### src/rtl/mmio_button_debouncer_if.sv
// Button/MMIO signal bundle between the debouncer and the core's MMIO input port 4.
// master = core/wrapper side, slave = mmio_button_debouncer.
interface mmio_button_debouncer_if #(
    parameter int NUM_BUTTONS = 4
);
    logic [NUM_BUTTONS-1:0] rawButton;
    logic [NUM_BUTTONS-1:0] clearEvents;
    logic [31:0]            mmioWord;
    logic [NUM_BUTTONS-1:0] pressPulse;
    logic                   anyEvent;

    modport master (
        output rawButton,
        output clearEvents,
        input  mmioWord,
        input  pressPulse,
        input  anyEvent
    );

    modport slave (
        input  rawButton,
        input  clearEvents,
        output mmioWord,
        output pressPulse,
        output anyEvent
    );
endinterface

### src/rtl/mmio_button_debouncer.sv
// Synchronizes and debounces devboard buttons and packs levels plus sticky edge flags into one MMIO word.
// Optional release-event flags are enabled by defining MMIO_BUTTON_RELEASE_EVENT_EN.
module mmio_button_debouncer #(
    parameter int NUM_BUTTONS     = 4,
    parameter int DEBOUNCE_CYCLES = 1000000
) (
    input  logic                    clock,
    input  logic                    reset,
    mmio_button_debouncer_if.slave  bus
);
    localparam int CNT_W = $clog2(DEBOUNCE_CYCLES + 1);
    localparam logic [CNT_W-1:0] CNT_LAST = CNT_W'(DEBOUNCE_CYCLES - 1);

    localparam logic [1:0] IDLE_LOW   = 2'b00;
    localparam logic [1:0] CHECK_HIGH = 2'b01;
    localparam logic [1:0] IDLE_HIGH  = 2'b10;
    localparam logic [1:0] CHECK_LOW  = 2'b11;

    logic [NUM_BUTTONS-1:0] sync1_r;
    logic [NUM_BUTTONS-1:0] sync2_r;
    logic [1:0]             state_r [NUM_BUTTONS];
    logic [1:0]             state_s [NUM_BUTTONS];
    logic [CNT_W-1:0]       cnt_r   [NUM_BUTTONS];
    logic [CNT_W-1:0]       cnt_s   [NUM_BUTTONS];
    logic [NUM_BUTTONS-1:0] stable_s;
    logic [NUM_BUTTONS-1:0] press_set_s;
    logic [NUM_BUTTONS-1:0] press_flag_r;
    logic [NUM_BUTTONS-1:0] press_flag_s;
`ifdef MMIO_BUTTON_RELEASE_EVENT_EN
    logic [NUM_BUTTONS-1:0] release_set_s;
    logic [NUM_BUTTONS-1:0] release_flag_r;
    logic [NUM_BUTTONS-1:0] release_flag_s;
`endif
    logic [31:0]            word_s;
    logic                   any_s;
    logic [31:0]            mmio_word_r;
    logic [NUM_BUTTONS-1:0] press_pulse_r;
    logic                   any_event_r;

    // Per-button debounce FSM: a level is accepted only after DEBOUNCE_CYCLES identical samples.
    always_comb begin
        press_set_s = {NUM_BUTTONS{1'b0}};
        stable_s    = {NUM_BUTTONS{1'b0}};
`ifdef MMIO_BUTTON_RELEASE_EVENT_EN
        release_set_s = {NUM_BUTTONS{1'b0}};
`endif
        for (int i = 0; i < NUM_BUTTONS; i++) begin
            state_s[i] = state_r[i];
            cnt_s[i]   = cnt_r[i];
            case (state_r[i])
                IDLE_LOW: begin
                    if (sync2_r[i]) begin
                        state_s[i] = CHECK_HIGH;
                        cnt_s[i]   = CNT_W'(1);
                    end else begin
                        cnt_s[i]   = CNT_W'(0);
                    end
                end
                CHECK_HIGH: begin
                    if (!sync2_r[i]) begin
                        state_s[i] = IDLE_LOW;
                        cnt_s[i]   = CNT_W'(0);
                    end else if (cnt_r[i] == CNT_LAST) begin
                        state_s[i]     = IDLE_HIGH;
                        cnt_s[i]       = CNT_W'(0);
                        press_set_s[i] = 1'b1;
                    end else begin
                        cnt_s[i]   = cnt_r[i] + CNT_W'(1);
                    end
                end
                IDLE_HIGH: begin
                    if (!sync2_r[i]) begin
                        state_s[i] = CHECK_LOW;
                        cnt_s[i]   = CNT_W'(1);
                    end else begin
                        cnt_s[i]   = CNT_W'(0);
                    end
                end
                CHECK_LOW: begin
                    if (sync2_r[i]) begin
                        state_s[i] = IDLE_HIGH;
                        cnt_s[i]   = CNT_W'(0);
                    end else if (cnt_r[i] == CNT_LAST) begin
                        state_s[i] = IDLE_LOW;
                        cnt_s[i]   = CNT_W'(0);
`ifdef MMIO_BUTTON_RELEASE_EVENT_EN
                        release_set_s[i] = 1'b1;
`endif
                    end else begin
                        cnt_s[i]   = cnt_r[i] + CNT_W'(1);
                    end
                end
                default: begin
                    state_s[i] = IDLE_LOW;
                    cnt_s[i]   = CNT_W'(0);
                end
            endcase
            stable_s[i] = (state_s[i] == IDLE_HIGH) || (state_s[i] == CHECK_LOW);
        end
    end

    // Sticky flags (set beats clear so no event is lost) and the packed output word.
    always_comb begin
        press_flag_s = press_set_s | (press_flag_r & ~bus.clearEvents);
        word_s       = 32'h0000_0000;
        word_s[NUM_BUTTONS-1:0]  = stable_s;
        word_s[8 +: NUM_BUTTONS] = press_flag_s;
`ifdef MMIO_BUTTON_RELEASE_EVENT_EN
        release_flag_s = release_set_s | (release_flag_r & ~bus.clearEvents);
        word_s[16 +: NUM_BUTTONS] = release_flag_s;
        any_s = (|press_flag_s) | (|release_flag_s);
`else
        any_s = |press_flag_s;
`endif
    end

    // State, synchronizer and output registers.
    always_ff @(posedge clock) begin
        if (reset) begin
            sync1_r       <= {NUM_BUTTONS{1'b0}};
            sync2_r       <= {NUM_BUTTONS{1'b0}};
            press_flag_r  <= {NUM_BUTTONS{1'b0}};
            press_pulse_r <= {NUM_BUTTONS{1'b0}};
            mmio_word_r   <= 32'h0000_0000;
            any_event_r   <= 1'b0;
            for (int i = 0; i < NUM_BUTTONS; i++) begin
                state_r[i] <= IDLE_LOW;
                cnt_r[i]   <= CNT_W'(0);
            end
`ifdef MMIO_BUTTON_RELEASE_EVENT_EN
            release_flag_r <= {NUM_BUTTONS{1'b0}};
`endif
        end else begin
            sync1_r       <= bus.rawButton;
            sync2_r       <= sync1_r;
            press_flag_r  <= press_flag_s;
            press_pulse_r <= press_set_s;
            mmio_word_r   <= word_s;
            any_event_r   <= any_s;
            for (int i = 0; i < NUM_BUTTONS; i++) begin
                state_r[i] <= state_s[i];
                cnt_r[i]   <= cnt_s[i];
            end
`ifdef MMIO_BUTTON_RELEASE_EVENT_EN
            release_flag_r <= release_flag_s;
`endif
        end
    end

    assign bus.mmioWord   = mmio_word_r;
    assign bus.pressPulse = press_pulse_r;
    assign bus.anyEvent   = any_event_r;
endmodule
### src/flat_wrapper.sv
// flat-port wrapper written by rule: the top's interface ports become plain ports
module mmio_button_debouncer_flat 
#(
    parameter int NUM_BUTTONS     = 4,
    parameter int DEBOUNCE_CYCLES = 1000000
)
  (clock, reset, bus_rawButton, bus_clearEvents, bus_mmioWord, bus_pressPulse, bus_anyEvent);
  mmio_button_debouncer_if #(.NUM_BUTTONS(NUM_BUTTONS)) bus_i ();
  input  logic clock;
  input  logic reset;
  input wire logic [$bits(bus_i.rawButton)-1:0] bus_rawButton;
  input wire logic [$bits(bus_i.clearEvents)-1:0] bus_clearEvents;
  output wire logic [$bits(bus_i.mmioWord)-1:0] bus_mmioWord;
  output wire logic [$bits(bus_i.pressPulse)-1:0] bus_pressPulse;
  output wire logic [$bits(bus_i.anyEvent)-1:0] bus_anyEvent;
  assign bus_i.rawButton = bus_rawButton;
  assign bus_i.clearEvents = bus_clearEvents;
  assign bus_mmioWord = bus_i.mmioWord;
  assign bus_pressPulse = bus_i.pressPulse;
  assign bus_anyEvent = bus_i.anyEvent;
  mmio_button_debouncer #(.NUM_BUTTONS(NUM_BUTTONS), .DEBOUNCE_CYCLES(DEBOUNCE_CYCLES)) u_core (.clock(clock), .reset(reset), .bus(bus_i));
endmodule
### config.mk
export PLATFORM = sky130hd
export DESIGN_NAME = mmio_button_debouncer_flat
export DESIGN_NICKNAME = d
export VERILOG_FILES = /design/src/rtl/mmio_button_debouncer_if.sv /design/src/rtl/mmio_button_debouncer.sv /design/src/flat_wrapper.sv
export SDC_FILE = /design/constraint.sdc
export NUM_CORES = 1
export LEC_CHECK = 0
export ABC_AREA = 1
export ABC_CLOCK_PERIOD_IN_PS = 1650
export BUFFER_PORTS_ARGS = -buffer_cell sky130_fd_sc_hd__buf_2
export CAP_MARGIN = 20
export CORE_ASPECT_RATIO = 0.6
export CORE_MARGIN = 8
export CORE_UTILIZATION = 57
export CTS_CLUSTER_DIAMETER = 60
export DETAILED_ROUTE_END_ITERATION = 6
export PLACE_DENSITY = 0.77
export RECOVER_POWER = 100
export SYNTH_ARGS = -nofsm -noshare
export SYNTH_HDL_FRONTEND = slang
export SYNTH_SLANG_ARGS = --single-unit
### constraint.sdc
create_clock -name clock -period 1.65 [get_ports clock]
set_input_delay 0 -clock clock [delete_from_list [all_inputs] [get_ports clock]]
set_output_delay 0 -clock clock [all_outputs]
set_load 0.01 [all_outputs]
==> results of run 1 <==
cells in the mapped netlist (4+ instances only):
library cell | n | area, µm²
dfxtp_1 | 109 | 2180
nor2_1 | 109 | 409
nand2_1 | 106 | 398
inv_1 | 84 | 315
a21oi_1 | 39 | 195
nand3_1 | 32 | 160
buf_4 | 25 | 188
o21ai_0 | 23 | 115
nor2_2 | 21 | 131
nand4_1 | 19 | 119
nor3_1 | 18 | 90.1
xor2_1 | 17 | 149
nand2_2 | 8 | 50.1
nand3_2 | 8 | 80.1
nor3_2 | 8 | 80.1
nor2_4 | 7 | 78.8
inv_2 | 6 | 22.5
xnor2_1 | 6 | 52.6
nor3b_1 | 5 | 37.5
a31oi_1 | 4 | 25.0
ha_1 | 4 | 50.1
o21a_1 | 4 | 30.0
path summary, 6_finish.rpt:
kind,end,cells after the start,from
min,u_core.sync1_r[0],4,bus_rawButton[0]
max reg2reg,u_core.cnt_r[0][18],10,u_core.cnt_r[0][0]
max,u_core.cnt_r[0][18],10,u_core.cnt_r[0][0]
min reg2reg,u_core.sync2_r[1],2,u_core.sync1_r[1]
layer usage:
layer	share of wire (%)	vias to the layer above	GRT usage, %
met5	0	-	0
met4	1.5	0	5.45
met3	5.2	18	5.33
met2	46	111	28.3
met1	47	2020	22.5
li1	-	2252	-
cells by family (layout without fill, tap and decap cells):
logic type	after synthesis	after routing	share of synthesized area [%]
fa+ha+maj	4	4	0.967
buf+inv	120	153	10.9
xor+xnor	23	23	3.89
flops	109	109	42.1
compound gates	74	74	7.54
other cells	1	24	0.0724
simple gates	354	354	34.5
power breakdown:
part	switching [mW]	internal, mW	leakage [nW]
Clock	1.03	1.25	0.152
Sequential	0.0120	2.64	0.884
Combinational	0.0639	0.0360	1.16
Total	1.11	3.92	2.19
sequential cells by signal, indices dropped and copies added (netlist names):
register,count
u_core.press_flag_r,1
u_core.bus.pressPulse,4
u_core.bus.mmioWord,7
u_core.cnt_r,80
u_core.sync2_r,4
u_core.bus.anyEvent,1
u_core.sync1_r,4
u_core.state_r,8
worst max-delay path, cell delays in order (launching register included):
cell	delay, ns
dfxtp_2	0.37
ha_4	0.16
nand3_4	0.11
nor2_4	0.12
nand3_2	0.11
nor2_4	0.17
nand2_4	0.10
nor2_2	0.12
nand2_1	0.07
nand2_1	0.09
nor2_2	0.04
layout make-up:
type	instances	share of cell area (%)
Timing Repair Buffer	47	5.34
Tap cell	116	2.44
Inverter	90	5.67
Sequential cell	109	36.8
Multi-Input combinational cell	479	44.4
Clock buffer	10	4.01
Clock inverter	6	1.26
repair_timing:
item                                    4_1_cts  5_1_grt
hold buffers                                  9        0
resized for setup                             2       34
pin swaps                                     1        3
buffers inserted                              0        4
hold endpoints to repair                     10        0
endpoints found under the setup margin        9       49
through the flow:
stage | hold slack, ns | area (µm²) | setup TNS (ns)
after detailed placement | 0.211 | 5400 | -0.00261
after CTS | 0.357 | 5810 | 0
after global routing | 0.396 | 5950 | -0.0298
after global placement | 0.198 | 5400 | 0
final | 0.375 | 5950 | 0
after floorplan | 0.0771 | 5260 | 0
==> flow_summary.toml, run 1 <==
[logic_synthesis]
netlist_instances = 685
synth_seq_cells = 109
async_flop_share_pct = 0
synth_cell_type_count = 39
synth.avg_cell_area_um2 = 7.56
ys_seq_area_share_pct = 42.1
syn_area_um2 = 5180
synth_ff_type = "dfxtp_1"
synth_edf_count = 0
ys.warnings.count = 0

[cts]
cts_buffers = 9
clk_latency_ns = 0.36
clockBufferDepth = 2
cts_root_buf = "clkbuf_16"
cts_tree = "yes"
clk_pin_slew_worst_paths_ns = 0.08
h-tree-depth = 3
cts_sinks = 109

[final_layout]
fillers = 722
multiInputGateArea_um2 = 2650
layout-drive-gt1-share_pct = 17.3
seq_area_um2 = 2190
final_util_pct = 66.3
stdcell_count = 857
final_common_cell = "nor2_1"
area_growth_pct = 15.0
antenna_cells = 0
fin_nets = 750
layout_common_cells = "nor2_1 (106), nand2_1 (104), dfxtp_1 (100)"

[global_route]
grtUsageTotal_pct = 17.7
grt.overflow.total = 0
antenna_found_initial = 0
grt_pass1_wl_mm = 18.7
grt_max_degree = 24
grt_pass1_vias = 4095

[routing]
drcViolationCount = 0
vias_per_cell = 5.14
wl_per_cell_um = 12.9
dr_total_vias = 4401
drt_iter0_drc = 363
drtPass1Iterations = 5
ant_nets = 0
totalWireLength_mm = 11.0

[place]
pre_cts_ws_ns = -0.00261
place.gp.congestion = 0.872
dp_cells = 828
place_hpwl_mm = 7.96
portBuffers = 22

[hold_path]
hold_class = "input pin to flop"

[timing]
fin_skew_ns = 0.00757
timing.fmax_mhz = 633
setup_ws_ns = 0.0712
hold_viol = 0
post-route-period-util_pct = 95.7
setup_violations = 0
drv_slew = 0
finalCriticalPeriod_ns = 1.58

[floorplan]
io_pins = 47
die_area_um2 = 12500
initial_utilization_pct = 57.6
rows = 27
coreArea_um2 = 8990
die_h_um = 89.8
dieWidth_um = 139

[critical_path]
critPathRequiredTime_ns = 1.90
critPathKind = "flop to flop"
cp.arrival_ns = 1.83
rrSetupSlack_ns = 0.07
crit_path_end_kind = "flop"
worst-path-max-fanout = 5
startpoint_type = "flop"

[pwr]
p_leak_nw = 2.19
ir_drop_mv = 0.582
cellPowerDensity_nw_per_um2 = 846
p_total_mw = 5.03

[run_status]
run_status = "finished clean"

[job]
max_cap_violations = 0
No activity file was read; power rests on OpenSTA's default activity.
==> run 2: changes to the inputs <==
CORE_UTILIZATION = 50   (was 57)
PLACE_DENSITY = 0.69   (was 0.77)
==> run 2 against run 1 <==
  * Die area rose by 12%
  * Largest power group unchanged
  * Utilization fell by 6.1 points
  * Combinational power hardly changed
  * Cell area rose by 0.61%
  * Clock skew fell by 0.0015 ns
  * Highest routed layer unchanged
  * Non-clock buffer count up 5
  * Count of clock-buffer cells in the layout down 1
==> flow_summary.toml, run 2 (synthesized netlist as in run 1, its figures left out) <==
[timing]
slew_headroom_pct = 34.3
max_slew.worst_pin.slew_ns = 0.985
setup-tns-final_ns = 0
drv_slew = 0
post-route-period-util_pct = 93.6
finalCriticalPeriod_ns = 1.54
hold_slack_ns = 0.402
setup_violations = 0
setup_ws_ns = 0.106
hold_viol = 0
fin_skew_ns = 0.00609
timing.fmax_mhz = 648

[critical_path]
slowest_stage = "dfxtp_1"
cp.arrival_ns = 1.78
crit_path_frequent_cell = "nor3_1"
crit_chain = "ha_4 > nand3_2 > inv_2 > nand2_1 > nor2_4 > nand3_4 > clkbuf_4 > nor3_1 > nor3_1"
startpoint_type = "flop"
worst-path-max-fanout = 5
critPathKind = "flop to flop"
critPathRequiredTime_ns = 1.89
max_stage_delay_ns = 0.38
crit_path_end_kind = "flop"

[routing]
drt_iter0_drc = 260
wl_per_cell_um = 12.1
ant_nets = 0
drcViolationCount = 0
drtPass1Iterations = 5
vias_per_cell = 4.85
dr_total_vias = 4276
totalWireLength_mm = 10.7

[global_route]
grt_pass1_wl_mm = 18.2
antenna_found_initial = 0
grt.overflow.total = 0
grt_pass1_vias = 4141
grtUsageTotal_pct = 15.6
grt_max_degree = 24

[job]
max_cap_violations = 0

[final_layout]
regMostFlops = "u_core.cnt_r"
final_util_pct = 60.2
layout-drive-gt1-share_pct = 16.9
area_growth_pct = 15.7
fin_nets = 755
seq_area_um2 = 2190
stdcell_count = 881
multiInputGateArea_um2 = 2650
fillers = 918
antenna_cells = 0
final_common_cell = "nor2_1"
layout_common_cells = "nor2_1 (112), nand2_1 (103), dfxtp_1 (103)"
largest_register_ffs = 80
finish.instance_area_um2 = 5990

[place]
placed_cell_area_um2 = 5440
pre_cts_ws_ns = -0.0253
place.gp.congestion = 0.869
portBuffers = 22
dp_cells = 850
place_hpwl_mm = 8.12

[floorplan]
rows = 28
coreArea_um2 = 9950
io_pins = 47
die_area_um2 = 14000
die_h_um = 94.8
dieWidth_um = 147
initial_utilization_pct = 52.0

[pwr]
seq_power_share_pct = 53.2
clockPowerShare_pct = 44.8
ir_drop_mv = 0.609
p_switching_mw = 1.10
switching_share_pct = 22.0
p_leak_nw = 2.19
p_total_mw = 4.99
cellPowerDensity_nw_per_um2 = 833
p_comb_share_pct = 2.0
p_int_mw = 3.89

[hold_path]
hold_class = "flop to flop"

[cts]
clk_pin_slew_worst_paths_ns = 0.07
cts_root_buf = "clkbuf_16"
cts_tree = "yes"
clockBufferDepth = 2
cts_sinks = 109
clk_latency_ns = 0.35
h-tree-depth = 3
cts_buffers = 9

[run_status]
run_status = "finished clean"
-- run 2: cell types whose count changed in the layout (fill, tap and decap cells not counted), moves of 2 or more --
cell     previous run  this run
buf_12              2         0
nor2_2             20        13
dfxtp_2             9         5
buf_4              11        15
nor2_1            106       112
dfxtp_1           100       103
-- run 2: critical path: cells and delay by family, from the launching register on --
kind | cells | cell delay [ns]
simple gates | 6 | 0.64
fa+ha+maj | 1 | 0.16
flops | 1 | 0.38
buf+inv | 2 | 0.24
-- run 2: power groups by stage --
| stage | clock network (mW) | registers (mW) | logic, mW |
|---|---|---|---|
| 2_1_floorplan | 0 | 2.71 | 0.0996 |
| 6_report | 2.24 | 2.65 | 0.0996 |
| 3_5_place_dp | 0 | 2.71 | 0.0815 |
| 4_1_cts | 2.30 | 2.65 | 0.0978 |
| 3_3_place_gp | 0 | 2.71 | 0.0801 |
| 5_1_grt | 2.40 | 2.65 | 0.112 |
-- run 2: what timing repair did --
item	in CTS	in global routing
endpoints found under the setup margin	12	39
pin swaps	0	6
gates resized for setup	5	34
buffers inserted	0	6
endpoints found under the hold margin	11	0
cloned	0	0
hold buffers	9	0
-- run 2: routing by layer --
layer  GRT usage, %  up-vias  wire, µm
met5              0        -         0
met4           5.06        0       106
met3           3.49       10       489
met2           26.3       76      4970
met1           19.8     1936      5110
li1               -     2254         -
-- run 2: final cells by class --
cell class | count | area share, %
clock inverters | 7 | 1.44
well taps | 135 | 2.82
clock buffers | 9 | 3.76
inverters | 90 | 5.68
repair buffers | 52 | 5.51
flip-flops and latches | 109 | 36.6
multi-input cells | 479 | 44.2
-- run 2: path summary, 6_finish.rpt --
path,start,to,slack [ns],cells past startpoint
worst max-delay path,u_core.cnt_r[2][1],u_core.cnt_r[2][14],0.11,9
worst min-delay path,u_core.sync1_r[2],u_core.sync2_r[2],0.40,2
worst max register to register,u_core.cnt_r[2][1],u_core.cnt_r[2][14],0.11,9
worst min register to register,u_core.sync1_r[2],u_core.sync2_r[2],0.40,2
